==> src/rtl/uart_tx.sv <==
// UART transmitter: start bit, DATA_WIDTH data bits LSB first, optional parity, one stop bit.
// Define UART_TX_PARITY_EN to compile in the parity generator and PARITY state.
//
// state  | meaning
// IDLE   | line high, waiting for DATA_VALID
// START  | start bit (low) for PRESCALE cycles
// DATA   | shadow[idx] on the line, PRESCALE cycles per bit
// PARITY | latched parity bit (parity build only)
// STOP   | stop bit (high) for PRESCALE cycles
module uart_tx #(
    parameter int PRESCALE   = 8,
    parameter int DATA_WIDTH = 8
) (
    input  logic                  CLK,
    input  logic                  RST,
    input  logic [DATA_WIDTH-1:0] P_DATA,
    input  logic                  DATA_VALID,
    input  logic                  PAR_EN,
    input  logic                  PAR_TYP,
    output logic                  TX_OUT,
    output logic                  BUSY
);

    localparam int CNT_W = (PRESCALE > 2) ? $clog2(PRESCALE) : 1;
    localparam int IDX_W = $clog2(DATA_WIDTH);
    localparam logic [CNT_W-1:0] CNT_LAST = CNT_W'(PRESCALE - 1);
    localparam logic [IDX_W-1:0] IDX_LAST = IDX_W'(DATA_WIDTH - 1);

`ifdef UART_TX_PARITY_EN
    typedef enum logic [2:0] {
        IDLE   = 3'd0,
        START  = 3'd1,
        DATA   = 3'd2,
        STOP   = 3'd3,
        PARITY = 3'd4
    } state_t;
`else
    typedef enum logic [2:0] {
        IDLE   = 3'd0,
        START  = 3'd1,
        DATA   = 3'd2,
        STOP   = 3'd3
    } state_t;
`endif

    state_t                  state_q, state_d;
    logic [CNT_W-1:0]        cnt_q, cnt_d;
    logic [IDX_W-1:0]        idx_q, idx_d;
    logic [DATA_WIDTH-1:0]   shadow_q, shadow_d;
    logic                    tx_q, tx_d;
    logic                    busy_q, busy_d;
    logic                    tick;

`ifdef UART_TX_PARITY_EN
    logic                    par_q, par_d;
    logic                    par_en_q, par_en_d;
`else
    logic                    unused_par;
    assign unused_par = PAR_EN ^ PAR_TYP;
`endif

    always_ff @(posedge CLK or posedge RST) begin
        if (RST) begin
            state_q  <= IDLE;
            cnt_q    <= '0;
            idx_q    <= '0;
            shadow_q <= '0;
            tx_q     <= 1'b1;
            busy_q   <= 1'b0;
        end else begin
            state_q  <= state_d;
            cnt_q    <= cnt_d;
            idx_q    <= idx_d;
            shadow_q <= shadow_d;
            tx_q     <= tx_d;
            busy_q   <= busy_d;
        end
    end

`ifdef UART_TX_PARITY_EN
    always_ff @(posedge CLK or posedge RST) begin
        if (RST) begin
            par_q    <= 1'b0;
            par_en_q <= 1'b0;
        end else begin
            par_q    <= par_d;
            par_en_q <= par_en_d;
        end
    end
`endif

    // The line and BUSY are computed from the next state so they change on the
    // same edge as the transition, with no extra pipeline cycle.
    always_comb begin
        state_d  = state_q;
        cnt_d    = cnt_q;
        idx_d    = idx_q;
        shadow_d = shadow_q;
        tx_d     = tx_q;
        busy_d   = busy_q;
        tick     = (cnt_q == CNT_LAST);
`ifdef UART_TX_PARITY_EN
        par_d    = par_q;
        par_en_d = par_en_q;
`endif

        case (state_q)
            IDLE: begin
                tx_d   = 1'b1;
                busy_d = 1'b0;
                cnt_d  = '0;
                idx_d  = '0;
                if (DATA_VALID) begin
                    shadow_d = P_DATA;
`ifdef UART_TX_PARITY_EN
                    par_en_d = PAR_EN;
                    par_d    = (^P_DATA) ^ PAR_TYP;
`endif
                    state_d  = START;
                    tx_d     = 1'b0;
                    busy_d   = 1'b1;
                end
            end

            START: begin
                if (tick) begin
                    cnt_d   = '0;
                    idx_d   = '0;
                    state_d = DATA;
                    tx_d    = shadow_q[0];
                end else begin
                    cnt_d = cnt_q + CNT_W'(1);
                end
            end

            DATA: begin
                if (tick) begin
                    cnt_d = '0;
                    if (idx_q == IDX_LAST) begin
`ifdef UART_TX_PARITY_EN
                        if (par_en_q) begin
                            state_d = PARITY;
                            tx_d    = par_q;
                        end else begin
                            state_d = STOP;
                            tx_d    = 1'b1;
                        end
`else
                        state_d = STOP;
                        tx_d    = 1'b1;
`endif
                    end else begin
                        idx_d = idx_q + IDX_W'(1);
                        tx_d  = shadow_q[idx_d];
                    end
                end else begin
                    cnt_d = cnt_q + CNT_W'(1);
                end
            end

`ifdef UART_TX_PARITY_EN
            PARITY: begin
                if (tick) begin
                    cnt_d   = '0;
                    state_d = STOP;
                    tx_d    = 1'b1;
                end else begin
                    cnt_d = cnt_q + CNT_W'(1);
                end
            end
`endif

            STOP: begin
                if (tick) begin
                    cnt_d   = '0;
                    state_d = IDLE;
                    tx_d    = 1'b1;
                    busy_d  = 1'b0;
                end else begin
                    cnt_d = cnt_q + CNT_W'(1);
                end
            end

            default: begin
                state_d = IDLE;
                cnt_d   = '0;
                idx_d   = '0;
                tx_d    = 1'b1;
                busy_d  = 1'b0;
            end
        endcase
    end

    assign TX_OUT = tx_q;
    assign BUSY   = busy_q;

endmodule

==> config.mk <==
export PLATFORM = sky130hd
export DESIGN_NAME = uart_tx
export DESIGN_NICKNAME = d
export VERILOG_FILES = /design/src/rtl/uart_tx.sv
export SDC_FILE = /design/constraint.sdc
export NUM_CORES = 1
export LEC_CHECK = 0
export ABC_AREA = 0
export BUFFER_PORTS_ARGS = -buffer_cell sky130_fd_sc_hd__buf_2
export CAP_MARGIN = 20
export CORE_MARGIN = 2
export CORE_UTILIZATION = 62
export CTS_BUF_LIST = sky130_fd_sc_hd__clkbuf_4
export DETAILED_ROUTE_END_ITERATION = 8
export PLACE_DENSITY_LB_ADDON = 0.3
export REMOVE_ABC_BUFFERS = 1
export SYNTH_ARGS = -nofsm -noshare
export SYNTH_HDL_FRONTEND = slang
export SYNTH_SLANG_ARGS = --single-unit
==> constraint.sdc <==
create_clock -name CLK -period 4.94 [get_ports CLK]
set_input_delay 0.494 -clock CLK [delete_from_list [all_inputs] [get_ports CLK]]
set_output_delay 0.494 -clock CLK [all_outputs]
set_load 0.01 [all_outputs]
==> metrics.yaml, run 1 <==
totalPowerFinal_mw: 0.661
p_switching_mw: 0.243
dp_slack_ns: 3.11
synth_edf_count: 0
worst_pin_slew_ns: 0.675
num_antenna_cells: 0
core_mm2: 0.00149
placed_cells: 107
yosysUniqueCellTypes: 27
slew_violations: 0
grt_max_degree: 19
pwr_density_cell_mw_per_mm2: 615
drtAntennaViolNets: 0
area_delta_synth_final_pct: 10.4
cts_made_buffers: 3
synth_ff_type: "dfrtp_1"
post_cts_buffers: 0
report.final.setup_viol: 0
clock_latency_ns: 0.29
max_freq_ghz: 0.539
hold_viol: 0
drive_above_1_share: 0.326
async_flop_share: 1.00
fin_worst_skew_ns: 0.00742
drc: 0
pin_count: 15
power_frac_seq: 0.399
instances_no_fill: 111
rsz0062_at_grt: "false"
grt_pass1_wl_mm: 2.91
grt_pass1_vias: 689
critPathLaunchType: "register"
synth_warnings: 0
wl_mm: 1.67
h-tree-depth: 1
cts_resized: 0
cts.clk_slew.worst_paths_ns: 0.11
max_stage_delay_ns: 0.47
synthTopCellsByCount: "dfrtp_1 (17), ha_1 (10), mux2_2 (9), mux2i_1 (5), inv_1 (4)"
grt_antenna_before_repair: 0
yosysTopAreaCellShare: 0.438
gp_congestion: 0.752
crit_type: "reg2reg"
cts_max_path_buffers: 2
dieArea_mm2: 0.00190
drt_iter0_markers: 9
cts_sinks: 18
die_w_um: 43.6
clkPwrFrac: 0.113
synth_area_um2: 972
slew_headroom: 0.550
via_per_inst: 5.77
combPwrFrac: 0.488
initial_utilization: 0.653
period_share: 0.375
overflow: 0
switching_share: 0.368
cts-root-buf: "clkbuf_4"
p_leak_nw: 0.523
synth-seq-area-share: 0.465
vias: 640
cp.arrival_ns: 2.03
setup_ws_ns: 3.09
post-synth-top-area-cell: "dfrtp_1"
die_h_um: 43.6
synth_area_per_cell_um2: 12.2
grt_usage: 0.206
path_max_fanout: 7
worstPathCellList: "inv_1 > ha_1 > nor3_2 > o22ai_1 > nand2b_4 > mux2_4"
rows: 14
fin_hold_ws_ns: 0.285
cp-end-kind: "register"
slowest_stage: "dfrtp_1"
yosys_register_bits: 18
post-synth-top-count-cell: "dfrtp_1"
hold_class: "in2async"
dr.pass1.iters: 5
syn_inst: 80
wl_per_cell_um: 15.1
p_int_mw: 0.418
peakVddDrop_mv: 0.496
cp.required_ns: 5.12
period_needed_ns: 1.85
ys_top_cells_by_area: "dfrtp_1 (44%), ha_1 (13%), mux2_2 (10%)"
tns_ns: 0
status: "finished, final reports clean"
drv_cap: 0
portBuffers: 12
cts_tree: "done"
nets: 119
rr_worst_depth: 6
cts_hold_buf: 0
==> worst max-delay path, delay by kind of cell (launching register included) <==
kind / cells / cell delay (ns)
muxes: 1 / 0.29
and+or+nand+nor: 2 / 0.29
AOI/OAI and AO/OA: 1 / 0.25
DFF: 1 / 0.47
buffers and inverters: 1 / 0.14
adders and majority gates: 1 / 0.31
==> per-stage QoR <==
step	util	instance area, µm²
floorplan	-	967
global placement	0.703	1050
detailed placement	0.703	1050
CTS	0.721	1070
global route	0.721	1070
finish	0.721	1070
==> flip-flops by register name, indices dropped and copies added (netlist names) <==
name and count:
shadow_q 8, cnt_q 3, idx_q 3, state_q 2, BUSY 1, TX_OUT 1
==> layout make-up <==
type / count / area [µm²]
multi-input cells: 57 / 500
flip-flops and latches: 18 / 452
fillers: 102 / 415
repair buffers: 12 / 60.1
clock buffers: 3 / 22.5
well taps: 16 / 20.0
inverters: 4 / 15.0
clock inverters: 1 / 3.75
==> power groups by stage <==
stage / sequential [mW] / clock (mW) / combinational (mW)
floorplan: 0.256 / 0 / 0.262
finish: 0.264 / 0.0744 / 0.323
CTS: 0.264 / 0.0754 / 0.327
global placement: 0.261 / 0 / 0.308
global route: 0.273 / 0.0797 / 0.364
detailed placement: 0.268 / 0 / 0.324
==> placed cells by master, fill, tap and decap left out, drive strengths merged <==
master  netlist  routed
a22o          2       2
clkinv        0       1
dfstp         1       1
nand3         1       1
o21ai         3       3
clkbuf        0       3
nand3b        2       2
o21bai        1       1
o22ai         2       2
nor2          3       3
inv           4       4
nand2b        2       2
buf           1      12
o31ai         1       1
a41oi         1       1
mux2         10      10
ha           10      10
mux2i         5       5
nor2b         3       3
or2b          1       1
nand2         3       3
dfrtp        17      17
a211oi        1       1
nor3          4       4
a21o          2       2
==> cells by family (layout without fill, tap and decap cells) <==
logic type,count (synthesis),count (layout),synth area share
AO/OA/AOI/OAI,13,13,0.0978
adder cells (fa/ha/maj),10,10,0.129
buffers and inverters,5,20,0.0206
flip-flops,18,18,0.465
multiplexers,15,15,0.171
AND/OR/NAND/NOR,19,19,0.117
==> worst paths after layout <==
check,from,to,slack (ns)
setup / recovery,state_q[0],state_q[1],3.09
hold / removal,RST,shadow_q[4],0.29
setup reg to reg,state_q[0],state_q[1],3.09
hold reg to reg,cnt_q[0],cnt_q[0],0.44
max in group asynchronous,RST,state_q[1],4.22
min in group CLK,P_DATA[3],shadow_q[3],0.43
==> routing by layer <==
metal  vias up  global-route usage  wire length, µm  share of wire
li1        316                   -                -              -
met1       314               0.259              728           0.44
met2         8               0.371              887           0.53
met3         2              0.0292               44          0.026
met4         0              0.0545               12         0.0072
met5         -                   0                0              0
No activity file was read; power rests on OpenSTA's default activity.
==> run 2, diff against run 1 <==
--- a/config.mk
+++ b/config.mk
@@ -9,7 +9,7 @@
 export BUFFER_PORTS_ARGS = -buffer_cell sky130_fd_sc_hd__buf_2
 export CAP_MARGIN = 20
 export CORE_MARGIN = 2
-export CORE_UTILIZATION = 62
+export CORE_UTILIZATION = 52
 export CTS_BUF_LIST = sky130_fd_sc_hd__clkbuf_4
 export DETAILED_ROUTE_END_ITERATION = 8
 export PLACE_DENSITY_LB_ADDON = 0.3
==> constraint.sdc (replaced) <==
create_clock -name CLK -period 1.6 [get_ports CLK]
set_input_delay 0.16 -clock CLK [delete_from_list [all_inputs] [get_ports CLK]]
set_output_delay 0.16 -clock CLK [all_outputs]
set_load 0.01 [all_outputs]
==> run 2 against run 1 <==
Effect of this change: the run now ends with negative setup slack left; flip-flop and latch count did not move; design area rose by 17%; final cell count rose by 18%; via count rose by 8.9%; largest cell class unchanged; largest power group unchanged.
==> metrics.yaml, run 2 (synthesized netlist as in run 1, its figures left out) <==
rr_worst_depth: 6
wl_mm: 2.05
top_register: "shadow_q"
violations: "negative setup slack"
drc: 0
pin_count: 15
portBuffers: 12
hold_start: "P_DATA[2]"
gp_congestion: 0.734
cts_made_buffers: 3
crit_type: "reg2reg"
cts_max_path_buffers: 2
max_freq_ghz: 0.615
die_h_um: 47.2
nets: 130
drt_iter0_markers: 10
mostFrequentLayoutCell: "dfrtp_1"
rr_endpoint: "state_q[1]"
cts_sinks: 18
whs_endpoint: "shadow_q[2]"
rows: 15
num_antenna_cells: 0
postLayoutCoreUtil: 0.717
path_max_fanout: 4
tns_ns: -0.0276
totalPowerFinal_mw: 2.47
cp.required_ns: 1.78
critPathLaunchType: "register"
period_needed_ns: 1.62
layout_common_cells: "dfrtp_1 (16), buf_2 (12), mux2_2 (9), buf_4 (9), mux2i_1 (5)"
overflow: 0
peakVddDrop_mv: 1.27
pwr_density_cell_mw_per_mm2: 1970
hold_viol: 0
largest_reg_flops: 8
drive_above_1_share: 0.519
period_share: 1.02
core_mm2: 0.00175
cts_tree: "done"
slew_headroom: 0.550
grt_antenna_before_repair: 0
setup_ws_ns: -0.0248
p_leak_nw: 0.578
cts-root-buf: "clkbuf_4"
status: "finished, violations left"
instances_no_fill: 131
grt_max_degree: 19
cts.clk_slew.worst_paths_ns: 0.11
wl_per_cell_um: 15.6
dp_slack_ns: -0.0932
hold_class: "in2reg"
report.final.setup_viol: 2
rsz0062_at_grt: "true"
placed_cells: 124
drtAntennaViolNets: 0
drv_cap: 0
worst_pin_slew_ns: 0.675
min_path_cells: 2
initial_utilization: 0.557
dr.pass1.iters: 4
top_regs: "shadow_q x8, cnt_q x3, idx_q x3"
dieArea_mm2: 0.00223
slew_violations: 0
die_w_um: 47.2
grt_pass1_vias: 729
area_delta_synth_final_pct: 28.7
dpl.hpwl_mm: 1.34
fin_worst_skew_ns: 0.0124
reg2reg_from: "state_q[1]"
rrSetupSlack_ns: -0.02
grt_usage: 0.205
cp-end-kind: "register"
via_per_inst: 5.32
h-tree-depth: 1
vias: 697
grt_pass1_wl_mm: 3.12
cp.arrival_ns: 1.81
clock_latency_ns: 0.30
[run 2: changes by cell type in the layout (fill, tap and decap cells not counted), sizes merged]
cell         previous run  this run
buf                    12        22
dlygate4sd3             0         1
[run 2: per-layer routing]
layer	vias to the layer above	wire length, µm	global-route usage
met1	338	940	0.260
met4	0	37	0.0833
met5	-	0	0
met3	4	59	0.0462
li1	339	-	-
met2	16	1010	0.335
[run 2: what timing repair did]
action / in CTS / in global routing
hold buffers: 1 / 0
endpoints found under the hold margin: 17 / 0
endpoints found under the setup margin: 3 / 14
gates resized for setup: 6 / 13
pin swaps: 2 / 5
buffers inserted: 1 / 1
[run 2: how the worst max path moves through the flow]
stage                          start         end  slack, ns
final                     state_q[1]  state_q[1]      -0.02
after global routing      state_q[1]  state_q[1]      -0.06
after CTS                 state_q[0]  state_q[1]      -0.01
after detailed placement    idx_q[0]      TX_OUT      -0.09
after global placement      idx_q[0]      TX_OUT      -0.04
after floorplan           state_q[0]  state_q[1]      -0.03
[run 2: stage by stage]
stage / hold WS [ns] / instance area [µm²]
2_1_floorplan: 0.0978 / 967
3_3_place_gp: 0.292 / 1120
3_5_place_dp: 0.295 / 1120
4_1_cts: 0.0794 / 1190
5_1_grt: 0.0841 / 1250
6_report: 0.0827 / 1250
[run 2: critical path, cell delays in order (launching register included)]
cell	delay (ns)
dfrtp_2	0.47
inv_2	0.12
ha_2	0.21
inv_1	0.07
o22ai_2	0.20
nand2b_4	0.17
mux2_4	0.29
[run 2: cell type report]
cell class | count | area, µm²
inverter | 4 | 15.0
tap | 25 | 31.3
multi-input combinational | 57 | 577
sequential | 18 | 453
timing repair buffer | 23 | 149
fill | 126 | 494
clock buffer | 3 | 22.5
clock inverter | 1 | 3.75
[run 2: power breakdown]
part / switching, mW / internal [mW] / total (mW)
sequential: 0.142 / 0.674 / 0.816
clock: 0.148 / 0.0908 / 0.238
combinational: 0.634 / 0.780 / 1.41
total: 0.924 / 1.54 / 2.47
==> run 3, diff against run 2 <==
--- a/config.mk
+++ b/config.mk
@@ -12,6 +12,7 @@
 export CORE_UTILIZATION = 52
 export CTS_BUF_LIST = sky130_fd_sc_hd__clkbuf_4
 export DETAILED_ROUTE_END_ITERATION = 8
+export GPL_TIMING_DRIVEN = 0
 export PLACE_DENSITY_LB_ADDON = 0.3
 export REMOVE_ABC_BUFFERS = 1
 export SYNTH_ARGS = -nofsm -noshare
==> run 3 against run 2 <==
Effect of this change: the run now ends clean; clock power about the same; non-clock buffer count decreased by 1; via count decreased by 1.0%.
==> metrics.yaml, run 3 (synthesized netlist as in run 1, its figures left out) <==
gp_congestion: 0.735
fin_hold_ws_ns: 0.0827
largest_reg_flops: 8
vias: 690
grt_max_degree: 19
hold_viol: 0
critPathLaunchType: "register"
status: "finished, final reports clean"
crit_start: "state_q[0]"
critPathTopFamily: "flip-flops"
hold_start: "P_DATA[2]"
clock_latency_ns: 0.30
cts_max_path_buffers: 2
rsz0062_at_grt: "true"
pwr_density_cell_mw_per_mm2: 1920
portBuffers: 12
core_mm2: 0.00175
worstPathCellList: "buf_6 > ha_4 > nor3_4 > o22ai_2 > nand2b_4 > mux2_4"
period_share: 0.987
drv_cap: 0
p_leak_nw: 0.571
dr.pass1.iters: 4
report.final.setup_viol: 0
die_w_um: 47.2
wl_mm: 1.85
cts_sinks: 18
nets: 129
top_register: "shadow_q"
slowest_stage: "dfrtp_1"
cts.clk_slew.worst_paths_ns: 0.10
fin_worst_skew_ns: 0.00254
drt_iter0_markers: 18
drive_above_1_share: 0.505
layout_common_cells: "dfrtp_1 (16), buf_2 (12), mux2_2 (9)"
peakVddDrop_mv: 1.35
path_max_fanout: 3
initial_utilization: 0.557
h-tree-depth: 1
grt_usage: 0.199
path_buf_inv: 1
overflow: 0
hold_class: "in2reg"
grt_pass1_wl_mm: 3.06
drtAntennaViolNets: 0
dieArea_mm2: 0.00223
cts-root-buf: "clkbuf_4"
max_stage_delay_ns: 0.43
area_delta_synth_final_pct: 29.1
cp.required_ns: 1.80
drc: 0
cts_tree: "done"
mostFrequentLayoutCell: "dfrtp_1"
worst_pin_slew_ns: 0.685
dpl.hpwl_mm: 1.20
slew_violations: 0
period_needed_ns: 1.58
wl_per_cell_um: 14.2
via_per_inst: 5.31
grt_pass1_vias: 710
rows: 15
reg2reg_from: "state_q[0]"
max_freq_ghz: 0.633
die_h_um: 47.2
postLayoutCoreUtil: 0.719
cp.arrival_ns: 1.78
cp-end-kind: "register"
num_antenna_cells: 0
slew_headroom: 0.543
grt_antenna_before_repair: 0
pin_count: 15
crit_type: "reg2reg"
cts_made_buffers: 3
top_regs: "shadow_q x8, cnt_q x3, idx_q x3"
-- run 3: cell types whose count changed in the layout (fill, tap and decap cells not counted), sizes merged --
cell,delta
buf,-1
-- run 3: what timing repair did --
action / CTS / global route
resized for setup: 15 / 6
gates cloned: 0 / 0
endpoints found under the hold margin: 17 / 0
hold buffers: 1 / 0
setup endpoints to repair: 6 / 5
pin swaps: 0 / 6
setup buffers: 2 / 7
-- run 3: report_power, final --
| group | leakage (nW) | switching, mW | internal (mW) |
|---|---|---|---|
| sequential | 0.220 | 0.135 | 0.674 |
| combinational | 0.335 | 0.597 | 0.770 |
| clock | 0.0154 | 0.147 | 0.0912 |
-- run 3: layout make-up --
type | count | area (µm²)
timing repair buffer | 22 | 145
multi-input combinational | 57 | 582
clock inverter | 1 | 3.75
sequential | 18 | 453
fill | 121 | 490
inverter | 4 | 17.5
tap | 25 | 31.3
clock buffer | 3 | 22.5
-- run 3: per-stage QoR --
| stage | cell area [µm²] | setup TNS [ns] | std cells | power (mW) | worst slack (ns) |
|---|---|---|---|---|---|
| finish | 1250 | 0 | 130 | 2.41 | 0.0206 |
| global route | 1250 | -0.0894 | 130 | 2.60 | -0.0387 |
| CTS | 1170 | 0 | 123 | 2.21 | 0.000890 |
| detailed placement | 1060 | -0.618 | 116 | 1.81 | -0.194 |
| global placement | 1060 | -0.423 | 116 | 1.76 | -0.203 |
| floorplan | 967 | -0.0464 | 79 | 1.60 | -0.0289 |
-- run 3: final timing paths --
check	end	slack (ns)	cells past startpoint
max reg2reg	state_q[1]	0.02	6
min reg2reg	cnt_q[0]	0.44	1
min in group asynchronous	cnt_q[0]	0.49	3
max	state_q[1]	0.02	6
max in group asynchronous	state_q[1]	0.64	3
min	shadow_q[2]	0.08	2
-- run 3: worst reg2reg max path: cells and delay by family, from the launching register on --
| kind | cells | cell delay (ns) |
|---|---|---|
| flops | 1 | 0.43 |
| simple gates | 2 | 0.34 |
| mux | 1 | 0.29 |
| fa+ha+maj | 1 | 0.17 |
| buf+inv | 1 | 0.15 |
| compound gates | 1 | 0.10 |
-- run 3: metal layers --
layer	track usage	vias up	share of wire
met2	0.324	12	0.50
met5	0	-	0
met3	0.0231	4	0.023
li1	-	339	-
met4	0.100	0	0.014
met1	0.259	335	0.47
